===== src/rtl/regfile_bist_initiator.sv =====
// regfile_bist_initiator: write/read-back self-test initiator for a latency-insensitive register file; BIST_INV_PASS_EN adds an inverted-pattern pass
module regfile_bist_initiator #(
    parameter int width = 32,
    parameter int n = 5,
    parameter int size = 32,
    parameter logic [width-1:0] seed = width'(32'hA5A5A5A5)
) (
    input  logic             CLK,
    input  logic             RST,
    input  logic             START,
    output logic             BUSY,
    output logic             DONE,
    output logic             PASS,
    output logic [n:0]       ERR_COUNT,
    output logic [n-1:0]     FIRST_FAIL_INDEX,
    output logic [n-1:0]     READ_REQ_WRITE,
    output logic             READ_REQ_WRITE_VALID,
    input  logic             READ_REQ_WRITE_CONSUMED,
    input  logic [width-1:0] READ_RESP_READ,
    input  logic             READ_RESP_READ_VALID,
    output logic             READ_RESP_READ_CONSUMED,
    output logic             WRITE_EN_WRITE,
    output logic             WRITE_EN_WRITE_VALID,
    input  logic             WRITE_EN_WRITE_CONSUMED,
    output logic [n-1:0]     WRITE_INDEX_WRITE,
    output logic             WRITE_INDEX_WRITE_VALID,
    input  logic             WRITE_INDEX_WRITE_CONSUMED,
    output logic [width-1:0] WRITE_DATA_WRITE,
    output logic             WRITE_DATA_WRITE_VALID,
    input  logic             WRITE_DATA_WRITE_CONSUMED
);

`ifdef BIST_INV_PASS_EN
    typedef enum logic [2:0] {S_IDLE, S_WR, S_RD, S_INV_WR, S_INV_RD, S_DONE} state_t;
`else
    typedef enum logic [2:0] {S_IDLE, S_WR, S_RD, S_DONE} state_t;
`endif

    state_t state, state_n;
    logic [n:0] idx;
    logic [n:0] err_n;
    logic [2:0] wr_v, wr_f, wr_c, wr_fn;
    logic rq_v, rq_f, rs_f, rq_fn, rs_fn;
    logic wr_st, rd_st, inv, last, wr_done, rd_done, mis, start_ok;
    logic [width-1:0] pat, exp_d;

`ifdef BIST_INV_PASS_EN
    assign wr_st = state == S_WR || state == S_INV_WR;
    assign rd_st = state == S_RD || state == S_INV_RD;
    assign inv = state == S_INV_WR || state == S_INV_RD;
`else
    assign wr_st = state == S_WR;
    assign rd_st = state == S_RD;
    assign inv = 1'b0;
`endif

    // Beat bookkeeping: a beat finishes once every channel has been accepted, in any order
    always_comb begin
        pat = seed ^ width'(idx[n-1:0]);
        exp_d = inv ? ~pat : pat;
        wr_c = {WRITE_DATA_WRITE_CONSUMED, WRITE_INDEX_WRITE_CONSUMED, WRITE_EN_WRITE_CONSUMED};
        wr_fn = wr_f | (wr_v & wr_c);
        wr_done = wr_st && (&wr_fn);
        READ_RESP_READ_CONSUMED = rd_st && !rs_f && READ_RESP_READ_VALID;
        rq_fn = rq_f | (rq_v & READ_REQ_WRITE_CONSUMED);
        rs_fn = rs_f | READ_RESP_READ_CONSUMED;
        rd_done = rd_st && rq_fn && rs_fn;
        last = idx == (n+1)'(size - 1);
        mis = READ_RESP_READ_CONSUMED && READ_RESP_READ != exp_d;
        err_n = (mis && ERR_COUNT != '1) ? ERR_COUNT + 1'b1 : ERR_COUNT;
        start_ok = START && (state == S_IDLE || state == S_DONE);
    end

    // Next-state logic; START is only honoured while idle or finished
    always_comb begin
        state_n = state;
        case (state)
            S_IDLE, S_DONE: if (START) state_n = S_WR;
            S_WR:           if (wr_done && last) state_n = S_RD;
`ifdef BIST_INV_PASS_EN
            S_RD:           if (rd_done && last) state_n = S_INV_WR;
            S_INV_WR:       if (wr_done && last) state_n = S_INV_RD;
            S_INV_RD:       if (rd_done && last) state_n = S_DONE;
`else
            S_RD:           if (rd_done && last) state_n = S_DONE;
`endif
            default:        state_n = S_IDLE;
        endcase
    end

    // State register
    always_ff @(posedge CLK) begin
        if (RST) state <= S_IDLE;
        else state <= state_n;
    end

    // Handshake flags, index and result registers; an all-clear beat relaunches one cycle later
    always_ff @(posedge CLK) begin
        if (RST) begin
            idx <= '0;
            wr_v <= '0;
            wr_f <= '0;
            rq_v <= 1'b0;
            rq_f <= 1'b0;
            rs_f <= 1'b0;
            ERR_COUNT <= '0;
            FIRST_FAIL_INDEX <= '0;
            PASS <= 1'b0;
        end else if (start_ok) begin
            idx <= '0;
            ERR_COUNT <= '0;
            FIRST_FAIL_INDEX <= '0;
            PASS <= 1'b0;
        end else begin
            if (wr_st) begin
                wr_v <= (wr_v == '0 && wr_f == '0) ? 3'b111 : wr_v & ~wr_c;
                wr_f <= wr_done ? '0 : wr_fn;
            end
            if (rd_st) begin
                rq_v <= (!rq_v && !rq_f) ? 1'b1 : rq_v & ~READ_REQ_WRITE_CONSUMED;
                rq_f <= rd_done ? 1'b0 : rq_fn;
                rs_f <= rd_done ? 1'b0 : rs_fn;
            end
            if (wr_done || rd_done) idx <= last ? '0 : idx + 1'b1;
            ERR_COUNT <= err_n;
            if (mis && ERR_COUNT == '0) FIRST_FAIL_INDEX <= idx[n-1:0];
            if (state_n == S_DONE && state != S_DONE) PASS <= err_n == '0;
        end
    end

    assign BUSY = state != S_IDLE && state != S_DONE;
    assign DONE = state == S_DONE;
    assign READ_REQ_WRITE = idx[n-1:0];
    assign READ_REQ_WRITE_VALID = rq_v;
    assign WRITE_EN_WRITE = 1'b1;
    assign WRITE_EN_WRITE_VALID = wr_v[0];
    assign WRITE_INDEX_WRITE = idx[n-1:0];
    assign WRITE_INDEX_WRITE_VALID = wr_v[1];
    assign WRITE_DATA_WRITE = exp_d;
    assign WRITE_DATA_WRITE_VALID = wr_v[2];

endmodule

===== config.mk =====
export PLATFORM = sky130hd
export DESIGN_NAME = regfile_bist_initiator
export DESIGN_NICKNAME = d
export VERILOG_FILES = /design/src/rtl/regfile_bist_initiator.sv
export SDC_FILE = /design/constraint.sdc
export NUM_CORES = 1
export LEC_CHECK = 0
export CAP_MARGIN = 20
export CORE_AREA = 2 2 77 79
export CTS_CLUSTER_SIZE = 20
export DETAILED_ROUTE_END_ITERATION = 12
export DIE_AREA = 0 0 79 81
export PLACE_DENSITY = 0.77
export SLEW_MARGIN = 25
export SYNTH_ARGS = -nofsm -noshare
export SYNTH_HDL_FRONTEND = slang
export SYNTH_SLANG_ARGS = --single-unit
export TNS_END_PERCENT = 1

===== constraint.sdc =====
create_clock -name CLK -period 1.7 [get_ports CLK]
set_input_delay 0.17 -clock CLK [delete_from_list [all_inputs] [get_ports CLK]]
set_output_delay 0.17 -clock CLK [all_outputs]
set_load 0.05 [all_outputs]

[Yosys cells after proc, flatten, opt, wreduce, memory -nomap -nowiden]
Cells that the tools add are included.
Word-level totals
  bits in registers: 30
  input port bits: 40
  output and inout bits: 62
Operators by class
  reductions and logical operators: 31
  add/sub/neg operators: 2
  eq/ne operators: 8
  mux-type cells: 11
  bitwise operators: 11
Operators by type and width (count)
  != test 32 bit: 1
  inverter 2 -> 16 bit: 1
  logical AND 1 bit: 15
  2-to-1 mux 3 bit: 5
  adder 6 x 1 -> 6 bit (second input constant): 2
  zero test 6 bit: 2
  2-to-1 mux 6 bit: 2
  equality test 3 x 2 -> 1 bit (second input constant): 3
  zero test 3 bit: 3
  case mux 3 bit (3 select lines): 1
  AND 3 bit: 2
  equality test 6 x 5 -> 1 bit (second input constant): 1
  != test 6 bit (second input constant): 1
  AND reduction 2 bit: 2
  OR reduction 2 bit: 2
  equality test 3 x 1 -> 1 bit (second input constant): 1
  zero test 1 bit: 3
  2-to-1 mux 1 bit: 3
  != test 3 x 2 -> 1 bit (second input constant): 1
  inverter 3 bit: 1
  OR 3 bit: 1
  AND reduction 3 bit: 1
  nonzero test 3 bit: 1
  AND 1 bit: 2
  3 further kinds: 6

[Logic depth before layout (Yosys ltp)]
  word-level depth: 10
  mapped depth: 8
  gate-level depth less buffers: 6

[Worst setup path before layout]
OpenSTA, ideal clock, no wires.
  path kind: reg2reg
  start point: register ERR_COUNT[1]
  end point: register ERR_COUNT[3]
  arrival time: 1.930 ns
  clock period less this slack: 2.049 ns
  stages on the path, launching flop included: 8
  setup slack: -0.349 ns
  path buffers: 1
  cells stage by stage: dfxtp_1 -> ha_1 -> and2_1 -> nand3_1 -> and3_1 -> buf_6 -> and4_4 -> mux2i_1
On the way
  cells in the longest elaborated chain, start to end: 3
  elaborated cells between the ends (all ways): 4
  classes of those cells: add/sub (1); eq/ne (1); mux (1); reduce/logical (1)
Ends and longest elaborated chain
  start, declared: RTL line 14  | output logic [n:0] ERR_COUNT,
  start signal, assigned: RTL line 125  | ERR_COUNT <= err_n;
  branches (longest 2 deep; another with adder 6 x 1 -> 6 bit)
  2-to-1 mux 6 bit *: RTL line 70  | err_n = (mis && ERR_COUNT != '1) ? ERR_COUNT + 1'b1 : ERR_COUNT;
Every way passes the cells marked *.
A chain may end at the register's enable or synchronous reset.

[Final worst setup path]
  start point: register state[0]
  end point: register PASS
On the way
  cells in the longest elaborated chain, start to end: 10
  elaborated cells between the ends (all ways): 27
  classes of those cells: eq/ne (5); mux (5); bitwise (1); reduce/logical (16)
Ends and longest elaborated chain
  start, declared: RTL line 39  | state_t state, state_n;
  start signal, assigned: RTL line 94  | else state <= state_n;
  equality test 3 x 2 -> 1 bit: RTL line 53, 77
  logical AND 1 bit (2 in a row): RTL line 64  | READ_RESP_READ_CONSUMED = rd_st && !rs_f && READ_RESP_READ_VALID;
  OR 1 bit: RTL line 66  | rs_fn = rs_f | READ_RESP_READ_CONSUMED;
  logical AND 1 bit: RTL line 67  | rd_done = rd_st && rq_fn && rs_fn;
  logical AND 1 bit: RTL line 85  | S_RD: if (rd_done && last) state_n = S_DONE;
  2-to-1 mux 3 bit: RTL line 85
  case mux 3 bit (3 select lines): RTL line 77  | case (state)
  equality test 3 x 2 -> 1 bit: RTL line 127  | if (state_n == S_DONE && state != S_DONE) PASS <= err_n == '0;
  logical AND 1 bit: RTL line 127
  end signal, assigned: RTL line 108  | PASS <= 1'b0;
  end signal, assigned: RTL line 113  | PASS <= 1'b0;
  end signal, assigned: RTL line 127
  end, declared: RTL line 13  | output logic PASS,
Several ways; a longest one is shown, not always the timed one.

==> parameters.txt <==
Parameter                              Value

Status
  Result of the run    finished, violations left
  Violations in the final reports    setup timing

Routing
  1st-pass router iterations    4
  Final ANT Viol Nets    0
  Count of routing violations after the opening detailed-route iteration    52
  Per-cell routed wire length    about 12 um
  Number of vias after detailed routing    1810
  Detailed-route vias per instance    approximately 4.6
  Post-route DRC violation count    0
  Routed WL    a little under 5 mm

Finish
  Final net count    357
  Filler Cell Count    ~560
  Most frequent standard cell in the layout excluding fill and tap cells    buf_4
  Area growth from synthesis to layout    49.8%
  Layout cells sized above 1    roughly 28%
  Footprint of the multi-input gates    0.00112 mm^2
  Area used by sequential logic in the layout    roughly 620 um^2
  Highest-count cells in the layout ignoring fill and taps    buf_4, clkdlybuf4s50_1, conb_1, nor2_1, dfxtp_1
  Final cell count without fillers    390
  Diode count    0

Setup path
  Element type at the critical path end    flop
  CP Launch Type    flop
  Instance count on the critical path    6
  Depth of the worst register-to-register path    6
  Highest cell delay on the worst timing path    ~360 ps
  Critical path, cell by cell    nor3b_4, nand3b_1, a311oi_2, mux2i_1, o21ai_1, o31ai_1
  Critical path type    reg -> reg
  Slowest cell on the critical path    dfxtp_4
  Required time of the critical path    1900 ps
  WP data arrival    1960 ps
  Worst Path Max Fanout    4
  Largest delay contributor family on the critical path    compound AO/OA/AOI/OAI gates
  Number of buffers and inverters on the critical path    0

STA
  Maximum clock rate    between 500 and 600 MHz
  Setup violations, final    2
  Post-layout worst setup margin    -55.2 ps
  Final Hold Slack    between 400 and 500 ps
  Final clock period utilization by the worst path    103%
  Unrepaired setup endpoints after global routing    true
  Final period demand of the worst path    1760 ps
  Worst rel slew slack    65.7%
  Number of hold violations in the final report    0
  Slew at the pin closest to its max-slew limit    512 ps
  Number of slew-limit violations in the final report    0
  Clock skew    slightly below 9 ps

GRT
  Largest net degree at the start of global routing    11
  Vias in the first global route    roughly 1700
  GRT Resource Usage Total    between 10% and 20%
  Wire length of the first global-routing pass    approximately 7.5 mm
  Total congestion overflow after global routing    0
  Number of antenna violations at the first check in global routing    0

Die
  Site Rows    28
  Area of the core region    between 0.005 and 0.006 mm^2
  Total Die Area    ~0.0064 mm^2
  Starting Density    approximately 34%
  Die outline height    just over 80 um
  Die Width    roughly 79 um
  Count of pins on the block boundary    between 100 and 150

Synth
  Combined area of all synthesized cells    slightly below 0.002 mm^2
  Cell accounting for the most synthesized area    dfxtp_1
  Primary flip-flop cell chosen by synthesis mapping    dfxtp_1
  Cells after Synth    226
  Count of distinct cell types in the synthesized netlist    between 40 and 50
  Top-area cell type share of the netlist area    between 30% and 40%
  Sequential-to-total area share from yosys stat    31.0%
  Synthesis warning total    0
  Top area cells in the synthesized netlist    dfxtp_1, buf_4, mux2i_1
  Fraction of registers with async set/reset    0%
  Synth Area per Inst    about 8.6 um^2
  FF+latch count, synth    30
  Post-synth EDFFs    0

Place
  Routability-driven placement congestion ratio    0.826
  Input/output buffers    73
  Placed Cells    ~380
  Detailed-placement wirelength estimate    roughly 3.7 mm

Clock network
  Clock buffers created by TritonCTS    5
  Clock Path Buffers    2
  CTS tree    yes
  Clock-pin slew on the worst setup and hold paths    approximately 70 ps
  CTS HTree Levels    2
  Clock sink count    30
  Root cell of the clock tree    clkbuf_8
  Hold Buf Count CTS    0
  Worst-skew pair later-pin latency    ~280 ps

Pwr
  Clock group share of total power    36.5%
  Maximum vdd ir drop    about 0.28 mV
  Switching power as a share of total power    a little under a third
  Register share of total power    42.8%
  Logic pwr share    roughly a fifth
  Internal power summed over all cells    around 0.0012 W
  Power density relative to cell area    about 570 mW/mm^2
  Reported net switching power    0.000504 W
  Static Leakage    approximately 1.3 nW

Flow run
  Number of max-cap violations    0

Hold path
  Class of the most critical hold timing path    reg -> reg
  Count of cells along the worst hold path    2
area by class of cell:
| cell class | instances | share of cell area (%) |
|---|---|---|
| inverter | 7 | 0.992 |
| sequential | 30 | 21.5 |
| multi-input combinational | 169 | 38.6 |
| timing repair buffer | 101 | 32.4 |
| clock inverter | 2 | 0.431 |
| clock buffer | 6 | 2.85 |
| tap | 75 | 3.24 |
layer usage:
layer | wire length (um) | vias to the layer above | global-route usage (%)
met1 | 1940 | 823 | 16.7
met3 | 361 | 10 | 3.89
met2 | 2460 | 86 | 26.3
met5 | 0 | - | 0
li1 | - | 891 | -
met4 | 110 | 0 | 8.97
metrics by stage:
step / TNS, ps / power, W / utilization [%] / setup WS [ps] / area (um^2)
CTS: -13.8 / 0.00168 / 50.0 / -13.8 / 2840
floorplan: -494 / 0.000976 / - / -98.8 / 2060
finish: -56.4 / 0.00166 / 51.1 / -55.2 / 2900
global route: -281 / 0.00174 / 51.1 / -184 / 2900
detailed placement: -4650 / 0.00107 / 47.9 / -400 / 2720
global placement: -4120 / 0.00106 / 47.9 / -363 / 2720
flip-flops by register name, indices dropped and copies added, names as in the netlist:
register,flops
ERR_COUNT,6
FIRST_FAIL_INDEX,5
PASS,1
READ_REQ_WRITE_VALID,1
idx,6
rq_f,1
rs_f,1
state,3
wr_f,3
wr_v,3
power by group through the flow:
| stage | Sequential (W) | Combinational [W] | Clock (W) |
|---|---|---|---|
| after CTS | 0.000712 | 0.000339 | 0.000629 |
| after floorplan | 0.000740 | 0.000236 | 0 |
| final | 0.000712 | 0.000344 | 0.000607 |
| after detailed placement | 0.000730 | 0.000336 | 0 |
| after global routing | 0.000712 | 0.000363 | 0.000667 |
| after global placement | 0.000730 | 0.000333 | 0 |
worst paths after layout:
check,start,endpoint,slack (ps)
worst max-delay path,state[0]$_SDFF_PP0_,PASS$_SDFFE_PP0P_,-60
worst min-delay path,wr_v[1]$_SDFFE_PP0P_,wr_v[1]$_SDFFE_PP0P_,490
worst max register to register,state[0]$_SDFF_PP0_,PASS$_SDFFE_PP0P_,-60
worst min register to register,wr_v[1]$_SDFFE_PP0P_,wr_v[1]$_SDFFE_PP0P_,490
worst register-to-register path: stages, from the launching register on:
cell,delay [ps]
dfxtp_4,360
nor3b_4,210
nand3b_1,180
a311oi_2,270
mux2i_1,310
o21ai_1,120
o31ai_1,220
kinds of logic after synthesis:
group	share of synthesized area (%)
adder cells (fa/ha/maj)	1.94
AO/OA/AOI/OAI	10.7
other	0.388
flip-flops	31.0
AND/OR/NAND/NOR	26.4
buffers and inverters	19.0
XOR/XNOR	5.43
multiplexers	5.17
cell usage after synthesis, types with 4 or more instances:
cell type  count
nor3_1         4
mux2i_1       10
clkbuf_1       4
nand2_1       18
nand4_1        4
a21oi_1       11
inv_1          6
a31oi_1        7
xor2_1         7
buf_4         42
nor4bb_1       4
nand3_1        5
nor2_1        25
dfxtp_1       30
xnor2_1        5
repair_timing:
action                                  CTS  global route
gates resized for setup                   4            11
endpoints found under the setup margin   11            17
pin swaps                                 8             7
buffers inserted                          2             1
Power figures use the tool's default switching activity.
